--- src/rtl/range_pkg.sv ---
// Shared types and constants for the range finder and its serial output stage.
// Latency: n/a (types only).
// Backpressure: n/a.
package range_pkg;

    // Width of one range result, shared with the range finder.
    localparam int RANGE_W = 10;

    // Serial transmitter states.
    typedef enum logic [2:0] {
        IDLE   = 3'd0,
        START  = 3'd1,
        DATA   = 3'd2,
        PARITY = 3'd3,
        STOP   = 3'd4
    } tx_state_t;

endpackage

--- src/rtl/range_uart_tx_if.sv ---
// Result/serial-line bundle between the range finder side and the UART transmitter.
// Latency: n/a (wiring only).
// Backpressure: none on the strobe; the transmitter reports busy/buf_full/overrun instead.
// Ports: range_in/range_valid/ovr_clr driven by master; tx_out/busy/buf_full/overrun by slave.
interface range_uart_tx_if #(
    parameter int DATA_W = range_pkg::RANGE_W
);
    logic [DATA_W-1:0] range_in;
    logic              range_valid;
    logic              ovr_clr;
    logic              tx_out;
    logic              busy;
    logic              buf_full;
    logic              overrun;

    modport master (
        output range_in, range_valid, ovr_clr,
        input  tx_out, busy, buf_full, overrun
    );

    modport slave (
        input  range_in, range_valid, ovr_clr,
        output tx_out, busy, buf_full, overrun
    );
endinterface

--- src/rtl/range_uart_tx_baud_gen.sv ---
// Bit-period timer: pulses bit_tick once every CLKS_PER_BIT cycles.
// Latency: bit_tick is combinational from the count; restart zeroes the count next cycle.
// Backpressure: none.
// Ports: clock, reset (async active-high), restart (zero the count), bit_tick (count at terminal).
module uart_baud_gen #(
    parameter int CLKS_PER_BIT = 4
) (
    input  logic clock,
    input  logic reset,
    input  logic restart,
    output logic bit_tick
);
    localparam int CW = (CLKS_PER_BIT > 2) ? $clog2(CLKS_PER_BIT) : 1;

    logic [CW-1:0] r_cnt;

    assign bit_tick = (r_cnt == CW'(CLKS_PER_BIT - 1));

    always_ff @(posedge clock or posedge reset) begin
        if (reset) begin
            r_cnt <= '0;
        end else if (restart || bit_tick) begin
            r_cnt <= '0;
        end else begin
            r_cnt <= r_cnt + 1'b1;
        end
    end
endmodule

--- src/rtl/range_uart_tx.sv ---
// Serialises each range result into a start/data(LSB first)/[even parity]/stop frame.
// Latency: tx_out goes low 1 cycle after the strobe; frame is (2+DATA_W+PARITY_EN)*CLKS_PER_BIT cycles.
// Backpressure: one-entry skid buffer while a frame is in flight; further strobes are dropped and set overrun.
// Ports: clock, reset (async active-high), bus (slave: range_in, range_valid, ovr_clr -> tx_out, busy, buf_full, overrun).
module range_uart_tx
    import range_pkg::*;
#(
    parameter int DATA_W       = RANGE_W,
    parameter int CLKS_PER_BIT = 4,
    parameter int PARITY_EN    = 0
) (
    input  logic            clock,
    input  logic            reset,
    range_uart_tx_if.slave  bus
);
    localparam int BCW = $clog2(DATA_W + 1);

    tx_state_t         r_state;
    logic [DATA_W-1:0] r_shift;
    logic [BCW-1:0]    r_bit_cnt;
    logic              r_parity;
    logic [DATA_W-1:0] r_buf;
    logic              r_buf_full;
    logic              r_overrun;
    logic              r_tx;

    logic              w_bit_tick;
    logic              w_drain;
    logic              w_load_new;
    logic              w_restart;
    logic              w_to_buf;
    logic              w_drop;
    logic [DATA_W-1:0] w_load_dat;

    // The buffer also drains from IDLE: a strobe can land in the buffer on the
    // final STOP tick while the FSM heads back to IDLE, and must not be stranded.
    assign w_drain    = r_buf_full && ((r_state == STOP && w_bit_tick) || r_state == IDLE);
    assign w_load_new = (r_state == IDLE) && !r_buf_full && bus.range_valid;
    assign w_restart  = w_drain || w_load_new;
    assign w_load_dat = r_buf_full ? r_buf : bus.range_in;

    // A strobe goes to the buffer whenever it cannot go straight to the shift reg.
    // During a drain the buffer slot frees up the same cycle, so no drop.
    assign w_to_buf = bus.range_valid && !w_load_new;
    assign w_drop   = w_to_buf && r_buf_full && !w_drain;

    uart_baud_gen #(
        .CLKS_PER_BIT(CLKS_PER_BIT)
    ) u_baud (
        .clock    (clock),
        .reset    (reset),
        .restart  (w_restart),
        .bit_tick (w_bit_tick)
    );

    always_ff @(posedge clock or posedge reset) begin
        if (reset) begin
            r_state    <= IDLE;
            r_shift    <= '0;
            r_bit_cnt  <= '0;
            r_parity   <= 1'b0;
            r_buf      <= '0;
            r_buf_full <= 1'b0;
            r_overrun  <= 1'b0;
            r_tx       <= 1'b1;
        end else begin
            // Sticky overrun; a new drop beats a simultaneous clear.
            if (w_drop) begin
                r_overrun <= 1'b1;
            end else if (bus.ovr_clr) begin
                r_overrun <= 1'b0;
            end

            // Skid buffer: oldest queued value wins when full.
            if (w_drain) begin
                r_buf_full <= w_to_buf;
                if (w_to_buf) begin
                    r_buf <= bus.range_in;
                end
            end else if (w_to_buf && !r_buf_full) begin
                r_buf      <= bus.range_in;
                r_buf_full <= 1'b1;
            end

            case (r_state)
                IDLE: begin
                    r_tx <= 1'b1;
                    if (w_restart) begin
                        r_shift   <= w_load_dat;
                        r_parity  <= ^w_load_dat;
                        r_bit_cnt <= '0;
                        r_tx      <= 1'b0;
                        r_state   <= START;
                    end
                end

                START: begin
                    if (w_bit_tick) begin
                        r_bit_cnt <= '0;
                        r_tx      <= r_shift[0];
                        r_state   <= DATA;
                    end
                end

                DATA: begin
                    if (w_bit_tick) begin
                        if (r_bit_cnt == BCW'(DATA_W - 1)) begin
                            if (PARITY_EN != 0) begin
                                r_tx    <= r_parity;
                                r_state <= PARITY;
                            end else begin
                                r_tx    <= 1'b1;
                                r_state <= STOP;
                            end
                        end else begin
                            // The bit going out next is the one above the current LSB.
                            r_bit_cnt <= r_bit_cnt + 1'b1;
                            r_tx      <= r_shift[1];
                            r_shift   <= r_shift >> 1;
                        end
                    end
                end

                PARITY: begin
                    if (w_bit_tick) begin
                        r_tx    <= 1'b1;
                        r_state <= STOP;
                    end
                end

                STOP: begin
                    if (w_bit_tick) begin
                        if (w_drain) begin
                            // Back-to-back frame straight from the buffer, no idle gap.
                            r_shift   <= w_load_dat;
                            r_parity  <= ^w_load_dat;
                            r_bit_cnt <= '0;
                            r_tx      <= 1'b0;
                            r_state   <= START;
                        end else begin
                            r_tx    <= 1'b1;
                            r_state <= IDLE;
                        end
                    end
                end

                default: begin
                    r_tx    <= 1'b1;
                    r_state <= IDLE;
                end
            endcase
        end
    end

    assign bus.tx_out   = r_tx;
    assign bus.busy     = (r_state != IDLE) || r_buf_full;
    assign bus.buf_full = r_buf_full;
    assign bus.overrun  = r_overrun;
endmodule
--- src/flat_wrapper.sv ---
// flat-port wrapper written by rule: the top's interface ports become plain ports
module range_uart_tx_flat import range_pkg::*;
#(
    parameter int DATA_W       = RANGE_W,
    parameter int CLKS_PER_BIT = 4,
    parameter int PARITY_EN    = 0
)
  (clock, reset, bus_range_in, bus_range_valid, bus_ovr_clr, bus_tx_out, bus_busy, bus_buf_full, bus_overrun);
  range_uart_tx_if #(.DATA_W(DATA_W)) bus_i ();
  input  logic clock;
  input  logic reset;
  input wire logic [$bits(bus_i.range_in)-1:0] bus_range_in;
  input wire logic [$bits(bus_i.range_valid)-1:0] bus_range_valid;
  input wire logic [$bits(bus_i.ovr_clr)-1:0] bus_ovr_clr;
  output wire logic [$bits(bus_i.tx_out)-1:0] bus_tx_out;
  output wire logic [$bits(bus_i.busy)-1:0] bus_busy;
  output wire logic [$bits(bus_i.buf_full)-1:0] bus_buf_full;
  output wire logic [$bits(bus_i.overrun)-1:0] bus_overrun;
  assign bus_i.range_in = bus_range_in;
  assign bus_i.range_valid = bus_range_valid;
  assign bus_i.ovr_clr = bus_ovr_clr;
  assign bus_tx_out = bus_i.tx_out;
  assign bus_busy = bus_i.busy;
  assign bus_buf_full = bus_i.buf_full;
  assign bus_overrun = bus_i.overrun;
  range_uart_tx #(.DATA_W(DATA_W), .CLKS_PER_BIT(CLKS_PER_BIT), .PARITY_EN(PARITY_EN)) u_core (.clock(clock), .reset(reset), .bus(bus_i));
endmodule
--- config.mk ---
export PLATFORM = sky130hd
export DESIGN_NAME = range_uart_tx_flat
export DESIGN_NICKNAME = d
export VERILOG_FILES = /design/src/rtl/range_pkg.sv /design/src/rtl/range_uart_tx_if.sv /design/src/rtl/range_uart_tx_baud_gen.sv /design/src/rtl/range_uart_tx.sv /design/src/flat_wrapper.sv
export SDC_FILE = /design/constraint.sdc
export NUM_CORES = 1
export LEC_CHECK = 0
export ABC_AREA = 1
export BUFFER_PORTS_ARGS = -buffer_cell sky130_fd_sc_hd__buf_2
export CAP_MARGIN = 10
export CORE_ASPECT_RATIO = 0.5
export CORE_MARGIN = 2
export CORE_UTILIZATION = 35
export CTS_CLUSTER_DIAMETER = 50
export CTS_CLUSTER_SIZE = 14
export DETAILED_ROUTE_END_ITERATION = 8
export GPL_TIMING_DRIVEN = 0
export PLACE_DENSITY = 0.62
export SETUP_SLACK_MARGIN = 0.5
export SLEW_MARGIN = 20
export SYNTH_ARGS = -nofsm -noshare
export SYNTH_HDL_FRONTEND = slang
export SYNTH_SLANG_ARGS = --single-unit
--- constraint.sdc ---
create_clock -name clock -period 1.6 [get_ports clock]
set_clock_uncertainty 0.2 [all_clocks]
set_input_delay 0.32 -clock clock [delete_from_list [all_inputs] [get_ports clock]]
set_output_delay 0.32 -clock clock [all_outputs]
set_load 0.02 [all_outputs]
Word level (Yosys, flattened, before mapping)

Index checks and enable logic that the tools add are counted.
W data, S select, Z words.

Register bits after elaboration: 32
Latch bits: 0
Bits in writable memories: 0
ROM bits: 0
Input port bits: 14
Memories kept: 0

Add/sub/neg operators: 2
$mul: 0
Divide/modulo/power cells: 0
$lt $le $gt $ge: 0
Equal/unequal tests: 15
Shifts and indexed selects: 0
Mux-type cells: 38
Bitwise operators: 0
Reductions and logical operators: 26

Operator list:

| cell                  | count |
|---|---|
| $mux W10              | 9 |
| $pmux W10 S3          | 1 |
| $mux W4               | 6 |
| $mux W3               | 6 |
| $pmux W4 S4           | 1 |
| $pmux W3 S5           | 1 |
| $ne A2 B2 Y1 const B  | 7 |
| $mux W1               | 12 |
| $reduce_and A6 Y1     | 2 |
| $logic_and A1 B1 Y1   | 8 |
| $reduce_and A7 Y1     | 1 |
| $eq A3 B2 Y1 const B  | 2 |
| $reduce_bool A3 Y1    | 2 |
| $pmux W1 S5           | 1 |
| $add A4 B1 Y4 const B | 1 |
| $eq A4 B4 Y1 const B  | 1 |
| $logic_or A1 B1 Y1    | 4 |
| $ne A2 B1 Y1 const B  | 2 |
| $reduce_and A4 Y1     | 1 |
| $reduce_bool A2 Y1    | 2 |
| $reduce_bool A4 Y1    | 1 |
| $eq A3 B1 Y1 const B  | 1 |
| $eq A3 B3 Y1 const B  | 1 |
| $logic_not A1 Y1      | 3 |
| 5 further kinds       | 5 |

Depth between registers and ports, before layout

Gate-level depths: netlist (run 1).

Depth in word-level cells: 8
Gate-level depth with buffers: 10
Depth with buffers taken out: 10

Cells and area by module

A second synthesis (run 1) with hierarchy kept.

Cell total of the unflattened synthesis: 251
Area, all modules: 1775.5 um2

By module, submodules not included:

| module        | times used | cells each | area an instance (um2) |
|---|---|---|---|
| range_uart_tx | 1          | 241        | 1686.6 |
| uart_baud_gen | 1          | 10         | 88.8 |

Least setup slack after synthesis (run 1)

No wires, ideal clock.

Kind: register -> register
Start point: reg u_core.r_state[2]
End point: reg u_core.r_buf[0]
Setup time: 121 ps
Arrival time: 1361 ps
Path slack: -82 ps
Stages on the path, launching flop included: 7
Buffers on the path: 2
Clock period less this slack: 1682 ps
Path through: dfrtp_1 > buf_2 > nor2_2 > nand3_1 > nand3_1 > buf_2 > o21ai_1

Cells in the longest elaborated chain, start to end: 8
Elaborated cells on any way between the ends: 14
Classes of those cells: eq/ne: 2; mux: 1; reduce/logical: 11

Ends and longest elaborated chain:

| what                              | line                                     | source |
|---|---|---|
| start: declaration                | range_uart_tx.sv:18                      | `tx_state_t r_state;` |
| start signal: assignment          | range_uart_tx.sv:58                      | `r_state <= IDLE;` |
| start signal: assignment          | range_uart_tx.sv:93                      | `r_state <= START;` |
| start signal: assignment          | range_uart_tx.sv:101                     | `r_state <= DATA;` |
| $logic_not A3 Y1                  | range_uart_tx.sv:37, range_uart_tx.sv:38 |  |
| $logic_and A1 B1 Y1 (2 in series) | range_uart_tx.sv:38                      | `assign w_load_new = (r_state == IDLE) && !r_buf_full && bus.range_valid;` |
| $logic_not A1 Y1                  | range_uart_tx.sv:44                      | `assign w_to_buf = bus.range_valid && !w_load_new;` |
| $logic_and A1 B1 Y1               | range_uart_tx.sv:44                      |  |
| $logic_and A1 B1 Y1               | range_uart_tx.sv:80                      | `end else if (w_to_buf && !r_buf_full) begin` |
| $reduce_bool A2 Y1 (no line)      | n/a                                      |  |
| $reduce_and A2 Y1 (no line)       | n/a                                      |  |
| end signal: assignment            | range_uart_tx.sv:78                      | `r_buf <= bus.range_in;` |
| end signal: assignment            | range_uart_tx.sv:81                      | `r_buf <= bus.range_in;` |
| end: declaration                  | range_uart_tx.sv:22                      | `logic [DATA_W-1:0] r_buf;` |

Several ways; a longest one is shown, not always the timed one.
A chain may end at the register's enable or synchronous reset.

Worst setup path after layout (run 1)

Start point: reg u_core.r_state[0]
End point: reg u_core.r_state[1]

Cells in the longest elaborated chain, start to end: 7
Elaborated cells on any way between the ends: 19
Classes of those cells: eq/ne: 10; mux: 1; reduce/logical: 8

Ends and longest elaborated chain:

| what                        | line                                     | source |
|---|---|---|
| $eq A3 B3 Y1                | range_uart_tx.sv:37, range_uart_tx.sv:85 |  |
| $logic_and A1 B1 Y1         | range_uart_tx.sv:37                      | `assign w_drain = r_buf_full && ((r_state == STOP && w_bit_tick) \|\| r_state == IDLE);` |
| $logic_or A1 B1 Y1          | range_uart_tx.sv:37                      |  |
| $logic_and A1 B1 Y1         | range_uart_tx.sv:37                      |  |
| $logic_or A1 B1 Y1          | range_uart_tx.sv:39                      | `assign w_restart = w_drain \|\| w_load_new;` |
| $ne A2 B2 Y1 (no line)      | n/a                                      |  |
| $reduce_and A6 Y1 (no line) | n/a                                      |  |

Several ways; a longest one is shown, not always the timed one.

==> results of run 1 <==
## layer usage
layer  up-vias  share of wire, %
met3        10               2.8
met4         0               2.2
met2        25                51
met1       816                44
li1        840                 -
met5         -                 0
## sequential cells by signal, indices dropped and copies added (netlist names)
signal,count
u_core.bus.buf_full,1
u_core.bus.overrun,1
u_core.bus.tx_out,1
u_core.r_bit_cnt,4
u_core.r_buf,10
u_core.r_shift,10
u_core.r_state,3
u_core.u_baud.r_cnt,2
## stage by stage
step	TNS (ns)	utilization, %	hold slack [ns]
after floorplan	0	-	0.0479
after global placement	-0.626	41.2	0.224
after detailed placement	-1.04	41.2	0.237
after CTS	-0.868	47.1	-0.0398
after global routing	-4.32	52.3	-0.00925
final	-1.94	52.3	-0.0736
## cell usage after synthesis (all sizes together)
cell type  number
nand2          83
o21ai          42
inv            33
dfrtp          31
nor2           17
nand3          11
buf             7
ha              3
a21oi           2
clkbuf          2
o22ai           2
dfstp           1
nand4           1
xnor2           1
xor2            1
## power breakdown
| group | total [W] | switching (W) | internal [W] | leakage [nW] |
|---|---|---|---|---|
| Sequential | 0.000982 | 0.0000765 | 0.000906 | 0.398 |
| Combinational | 0.000579 | 0.000314 | 0.000265 | 0.839 |
| Clock | 0.000658 | 0.000308 | 0.000351 | 0.0455 |
## layout make-up
cell class | instances | share of cell area [%]
Multi-Input combinational cell | 164 | 39.3
Inverter | 33 | 5.19
Clock buffer | 8 | 3.53
Tap cell | 70 | 3.43
Buffer | 9 | 3.18
Timing Repair Buffer | 39 | 13.9
Sequential cell | 32 | 31.5
## logic make-up after synthesis
| kind of cell | after synthesis | share of synthesized area (%) |
|---|---|---|
| simple gates | 112 | 28.3 |
| xor+xnor | 2 | 0.990 |
| buf+inv | 42 | 10.1 |
| fa+ha+maj | 3 | 2.12 |
| flops | 32 | 45.3 |
| compound gates | 46 | 13.2 |
## what timing repair did
item                                   4_1_cts  5_1_grt
pin swaps                                    7       17
setup buffers                               12        7
setup endpoints to repair                   36       36
cloned                                       2        2
resized for setup                           20       40
endpoints found under the hold margin       31       27
## final timing paths
kind | to | slack (ns) | cells past startpoint | from
max in group asynchronous | u_core.bus.buf_full$_DFFE_PP0P_ | 0.84 | 2 | reset
worst min register to register | u_core.r_buf[5]$_DFFE_PP0P_ | 0.30 | 2 | u_core.r_buf[5]$_DFFE_PP0P_
worst min-delay path | u_core.r_buf[3]$_DFFE_PP0P_ | -0.07 | 2 | reset
worst max register to register | u_core.r_state[1]$_DFFE_PP0P_ | -0.10 | 7 | u_core.r_state[0]$_DFFE_PP0P_
worst max-delay path | u_core.r_state[1]$_DFFE_PP0P_ | -0.10 | 7 | u_core.r_state[0]$_DFFE_PP0P_
min in group clock | u_core.bus.overrun$_DFFE_PP0P_ | 0.02 | 2 | bus_ovr_clr
## layout by cell type (no fill, tap or decap)
cell        Yosys  layout
buf_8           0       2
nand3_4         0       3
o21ai_0        22      21
o21ai_1        20       7
dfstp_2         1       1
nor2_2          3       2
xor2_1          1       1
nand2_4         3       9
o21ai_2         0      14
ha_4            0       1
clkbuf_16       0       2
nand4_1         1       1
nor2_8          1       1
buf_12          0       2
xnor2_1         1       1
clkinvlp_4      0       1
nand2_2         4      16
ha_2            0       1
nor2_4          1       4
nand2_1        76      58
o22ai_1         2       2
buf_4           0      13
a21oi_2         0       2
buf_6           2      12
ha_1            3       1
buf_2           5      15
nand3_2         0       1
clkbuf_8        0       6
nand3_1        11       7
clkbuf_1        2       4
inv_2           2       2
dfrtp_2         0       2
inv_1          31      28
nor2_1         12      11
inv_4           0       2
dfrtp_1        31      29
## critical path, cell delays in order (launching register included)
cell	delay (ns)
dfrtp_2	0.48
nor2_4	0.18
nand4_1	0.20
buf_4	0.21
buf_6	0.11
nand3_4	0.08
nand2_1	0.07
o21ai_1	0.08
==> summary.txt, run 1 <==
Cells and area
  • Area Overhead vs Synth: 44.4%
  • Filler instances: 436
  • Share of cells above drive strength 1: approximately 40%
  • Post-route insts no fill: around 360
  • Reg area: 805 um^2
  • Fin nets: roughly 300
  • Post-route cell area: roughly 2600 um^2
  • Area of the multi-input gates: about 1000 um^2
  • Antenna fix cells: 0

Critical path
  • Crit-path max FO: 6
  • Arrival time worst endpoint: between 1.5 and 2 ns
  • CP endpoint kind: flip-flop
  • Startpoint types: flip-flop
  • WP data required: roughly 1.6 ns
  • Setup CP Type: flip-flop to flip-flop

GRT
  • Number of global-route vias before repair: around 1500
  • Largest net degree at the start of global routing: 33
  • Initial antenna violation count: 0
  • Met2 Usage GRT: 26.8%
  • Busiest metal layer after global routing: met2
  • GR Util All Layers: about 15%
  • Total gr overflow: 0
  • First-pass GRT wire length: 6730 um
  • Met3 Use GR: under 10%
  • Routing usage on met1: 18.4%

Floorplanning
  • Die area: around 5700 um^2
  • FP Rows: 18
  • Starting Density: between 30% and 40%
  • Core box area: just under 5000 um^2
  • Die Span Y: approximately 54 um
  • Chip width: 105 um
  • # IOs: 18

Min path
  • HP Class: primary input to async pin

Timing
  • Final hold slack: -0.0736 ns
  • Slew headroom: ~53%
  • RSZ-0062 raised after global routing: true
  • Max Fclk: a little under 600 MHz
  • Tcrit/Tclk final: 107%
  • Slew @ Worst Pin: roughly 0.7 ns
  • Final Slew Violations: 0
  • Post-route worst setup slack: -0.104 ns
  • Fin crit period: roughly 1.7 ns
  • Fin. Hold Viols: 31
  • Endpoints failing setup: 29

Clock tree
  • CTS sink count: 32
  • CTS tree: built
  • CTS Buffer Depth: 2
  • Clk root buf: clkbuf_8
  • Worst-Skew Late Latency: slightly below 0.3 ns
  • Depth of the CTS H-tree: 2
  • Clock slew at reported path FFs: 0.07 ns
  • Cts bufs inserted: 5

Synthesis
  • Net Count, Synth: between 200 and 300
  • Post-synthesis sequential area ratio: around 45%
  • Register bit total from synthesis: 32
  • Synthesis Warnings: 0
  • Post-synth top area share: about 44%
  • Synthesized area: 1770 um^2
  • Mapped Cells: 237
  • Cell taking the most area after synthesis: dfrtp_1
  • Synth cell types: 23
  • Synth area leaders: dfrtp_1, nand2_1, inv_1
  • Mean instance size in the synthesized netlist: between 7 and 8 um^2

Placed design
  • Post-Place Worst Slack: -0.0791 ns
  • DP HPWL: 2680 um
  • Placed insts: 324
  • Placer's final routability congestion estimate: about 0.77
  • Post-DP Area: just over 2000 um^2
  • Input/output buffers: 17

Status
  • Outcome: finished, violations left
  • Failing checks: hold timing, setup timing

Detailed routing
  • Vias per inst: between 4 and 5
  • DRT iter0 DRCs: 77
  • Final ANT Viol Nets: 0
  • DRT Pass-1 Iters: 4
  • Routed len/inst: 13.0 um
  • DRC Markers: 0
  • Routed vias: ~1700
  • Total Routed Length: 4610 um

Power
  • Peak VDD IR: between 0.4 and 0.5 mV
  • Design Power: approximately 0.0022 W
  • Leakage: around 1.3 nW
  • PD cells: between 800 and 900 nW/um^2

Job
  • Max Cap Viol: 0
Power figures use the tool's default switching activity.
==> run 2: changes to the inputs <==
--- a/config.mk
+++ b/config.mk
@@ -11,6 +11,7 @@
 export CORE_ASPECT_RATIO = 0.5
 export CORE_MARGIN = 2
 export CORE_UTILIZATION = 35
+export CTS_BUF_LIST = sky130_fd_sc_hd__clkbuf_2 sky130_fd_sc_hd__clkbuf_4 sky130_fd_sc_hd__clkbuf_8
 export CTS_CLUSTER_DIAMETER = 50
 export CTS_CLUSTER_SIZE = 14
 export DETAILED_ROUTE_END_ITERATION = 8
==> run 2 against run 1 <==
- the run still ends with hold timing, setup timing left
- sequential power shrank 3.0%
- global-route usage grew 0.14 points
- hold slack gained 0.0057 ns
- critical path depth is the same
- cell count grew 0.28%
- register-to-register slack lost 0.08 ns
- wire length shrank 2.8%
- sequential share of layout area grew 0.55 points
- first-iteration DRC count shrank 21%
- total power shrank 2.8%
- largest power group unchanged
- non-clock buffer count grew 1
==> summary.txt, run 2 (synthesized netlist as in run 1, its figures left out) <==
Timing
  • Final hold slack: -0.0679 ns
  • Slew @ Worst Pin: ~0.7 ns
  • Endpoints failing setup: 28
  • Final Slew Violations: 0
  • Tcrit/Tclk final: 111%
  • Setup_tns: -2.41 ns
  • Max Fclk: ~560 MHz
  • Fin. Hold Viols: 31
  • RSZ-0062 raised after global routing: true
  • Slew headroom: 52.8%
  • Post-route worst setup slack: -0.183 ns
  • Fin crit period: roughly 1.8 ns

Floorplanning
  • Die area: ~5700 um^2
  • FP Rows: 18
  • Die Span Y: between 50 and 60 um
  • Core box area: roughly 4900 um^2
  • # IOs: 18
  • Starting Density: between 30 and 40%
  • Chip width: between 100 and 150 um

Clock tree
  • Clk root buf: clkbuf_8
  • CTS tree: built
  • CTS Buffer Depth: 2
  • Worst-Skew Late Latency: between 0.2 and 0.3 ns
  • Depth of the CTS H-tree: 2
  • Clock slew at reported path FFs: 0.07 ns
  • Cts bufs inserted: 5
  • CTS sink count: 32

Detailed routing
  • Final ANT Viol Nets: 0
  • Routed vias: between 1500 and 2000
  • Vias per inst: between 4 and 5
  • Routed len/inst: around 13 um
  • DRC Markers: 0
  • Total Routed Length: between 4000 and 5000 um
  • DRT Pass-1 Iters: 4
  • DRT iter0 DRCs: between 60 and 70

Placed design
  • DP HPWL: between 2000 and 3000 um
  • Input/output buffers: 17
  • Post-DP Area: between 2000 and 2500 um^2
  • Placer's final routability congestion estimate: slightly below 0.8

Critical path
  • CP endpoint kind: flip-flop
  • Setup CP Type: flip-flop to flip-flop
  • Startpoint types: flip-flop
  • Arrival time worst endpoint: approximately 1.8 ns
  • WP data required: approximately 1.6 ns
  • Crit-path max FO: 7

Power
  • Sw power: 0.000640 W
  • PD cells: 859 nW/um^2
  • Combinational Power Share: about a quarter
  • Switch share: slightly below 30%
  • Peak VDD IR: roughly 0.40 mV
  • Seq pwr share: 44.2%
  • Power Internal: around 0.0015 W
  • Leakage: 1.26 nW
  • Clock power share: 32.0%

GRT
  • Initial antenna violation count: 0
  • First-pass GRT wire length: 6790 um
  • GR Util All Layers: around 16%
  • Number of global-route vias before repair: about 1500
  • Total gr overflow: 0
  • Largest net degree at the start of global routing: 33

Cells and area
  • Area Overhead vs Synth: 41.9%
  • Fin nets: 302
  • Largest regs: u_core.r_buf x10, u_core.r_shift x10, u_core.r_bit_cnt x4
  • Share of cells above drive strength 1: a little under two fifths
  • Commonest non-fill, non-tap cell in the layout: nand2_1
  • Post-Route Utilization: approximately 50%
  • Post-route cell area: 2510 um^2
  • Most frequent cells in the layout: nand2_1, dfrtp_1, inv_1
  • Antenna fix cells: 0

Job
  • Max Cap Viol: 0

Status
  • Outcome: finished, violations left
  • Failing checks: hold timing, setup timing

Min path
  • HP Class: primary input to async pin
==> run 2: changes by cell type in the layout (fill, tap and decap cells not counted), sizes merged <==
cell	delta
clkbuf	-1
buf	+2
==> run 2: power by group through the flow <==
stage / Combinational [W] / Sequential (W) / Clock, W
floorplan: 0.000318 / 0.000962 / 0
global placement: 0.000412 / 0.000962 / 0
detailed placement: 0.000423 / 0.000967 / 0
CTS: 0.000471 / 0.000953 / 0.000701
global route: 0.000587 / 0.000968 / 0.000744
finish: 0.000514 / 0.000953 / 0.000689
==> run 2: worst paths after layout <==
kind | from | to | slack (ns) | cells past startpoint
max in group asynchronous | reset | u_core.r_state[0]$_DFFE_PP0P_ | 0.84 | 2
worst min register to register | u_core.r_buf[0]$_DFFE_PP0P_ | u_core.r_buf[0]$_DFFE_PP0P_ | 0.29 | 2
worst max-delay path | u_core.r_state[0]$_DFFE_PP0P_ | u_core.r_state[1]$_DFFE_PP0P_ | -0.18 | 7
worst max register to register | u_core.r_state[0]$_DFFE_PP0P_ | u_core.r_state[1]$_DFFE_PP0P_ | -0.18 | 7
worst min-delay path | reset | u_core.bus.overrun$_DFFE_PP0P_ | -0.07 | 2
min in group clock | bus_ovr_clr | u_core.bus.overrun$_DFFE_PP0P_ | 0.02 | 2
==> run 2: stage by stage <==
stage	total power (W)	cells	worst slack, ns
after floorplan	0.00128	237	0.0778
after global placement	0.00137	324	-0.0585
after detailed placement	0.00139	324	-0.0791
after CTS	0.00213	346	-0.0792
after global routing	0.00230	356	-0.257
final	0.00216	356	-0.183
==> run 2: critical path, stage by stage (launching register included) <==
cell and delay [ns]:
dfrtp_2 0.49, nor2_4 0.20, nand4_1 0.22, buf_4 0.23
buf_6 0.11, nand3_4 0.09, nand2_1 0.09, o21ai_1 0.08
==> run 2: per-layer routing <==
| metal | GRT usage, % | vias to the layer above | share of wire [%] |
|---|---|---|---|
| met4 | 9.23 | 0 | 2.6 |
| li1 | - | 837 | - |
| met2 | 26.9 | 55 | 49 |
| met1 | 18.7 | 803 | 43 |
| met5 | 0 | - | 0 |
| met3 | 3.57 | 13 | 4.8 |
==> run 2: timing repair <==
| action | CTS | global route |
|---|---|---|
| endpoints found under the setup margin | 36 | 36 |
| buffers inserted | 12 | 9 |
| pin swaps | 7 | 17 |
| endpoints found under the hold margin | 31 | 27 |
| gates cloned | 2 | 1 |
| resized for setup | 20 | 28 |
==> run 2: layout make-up <==
type	instances	area [um^2]
Sequential cell	32	805
Buffer	9	81.3
Timing Repair Buffer	40	344
Inverter	33	135
Tap cell	70	87.6
Clock buffer	8	97.6
Multi-Input combinational cell	164	961
Fill cell	431	2380
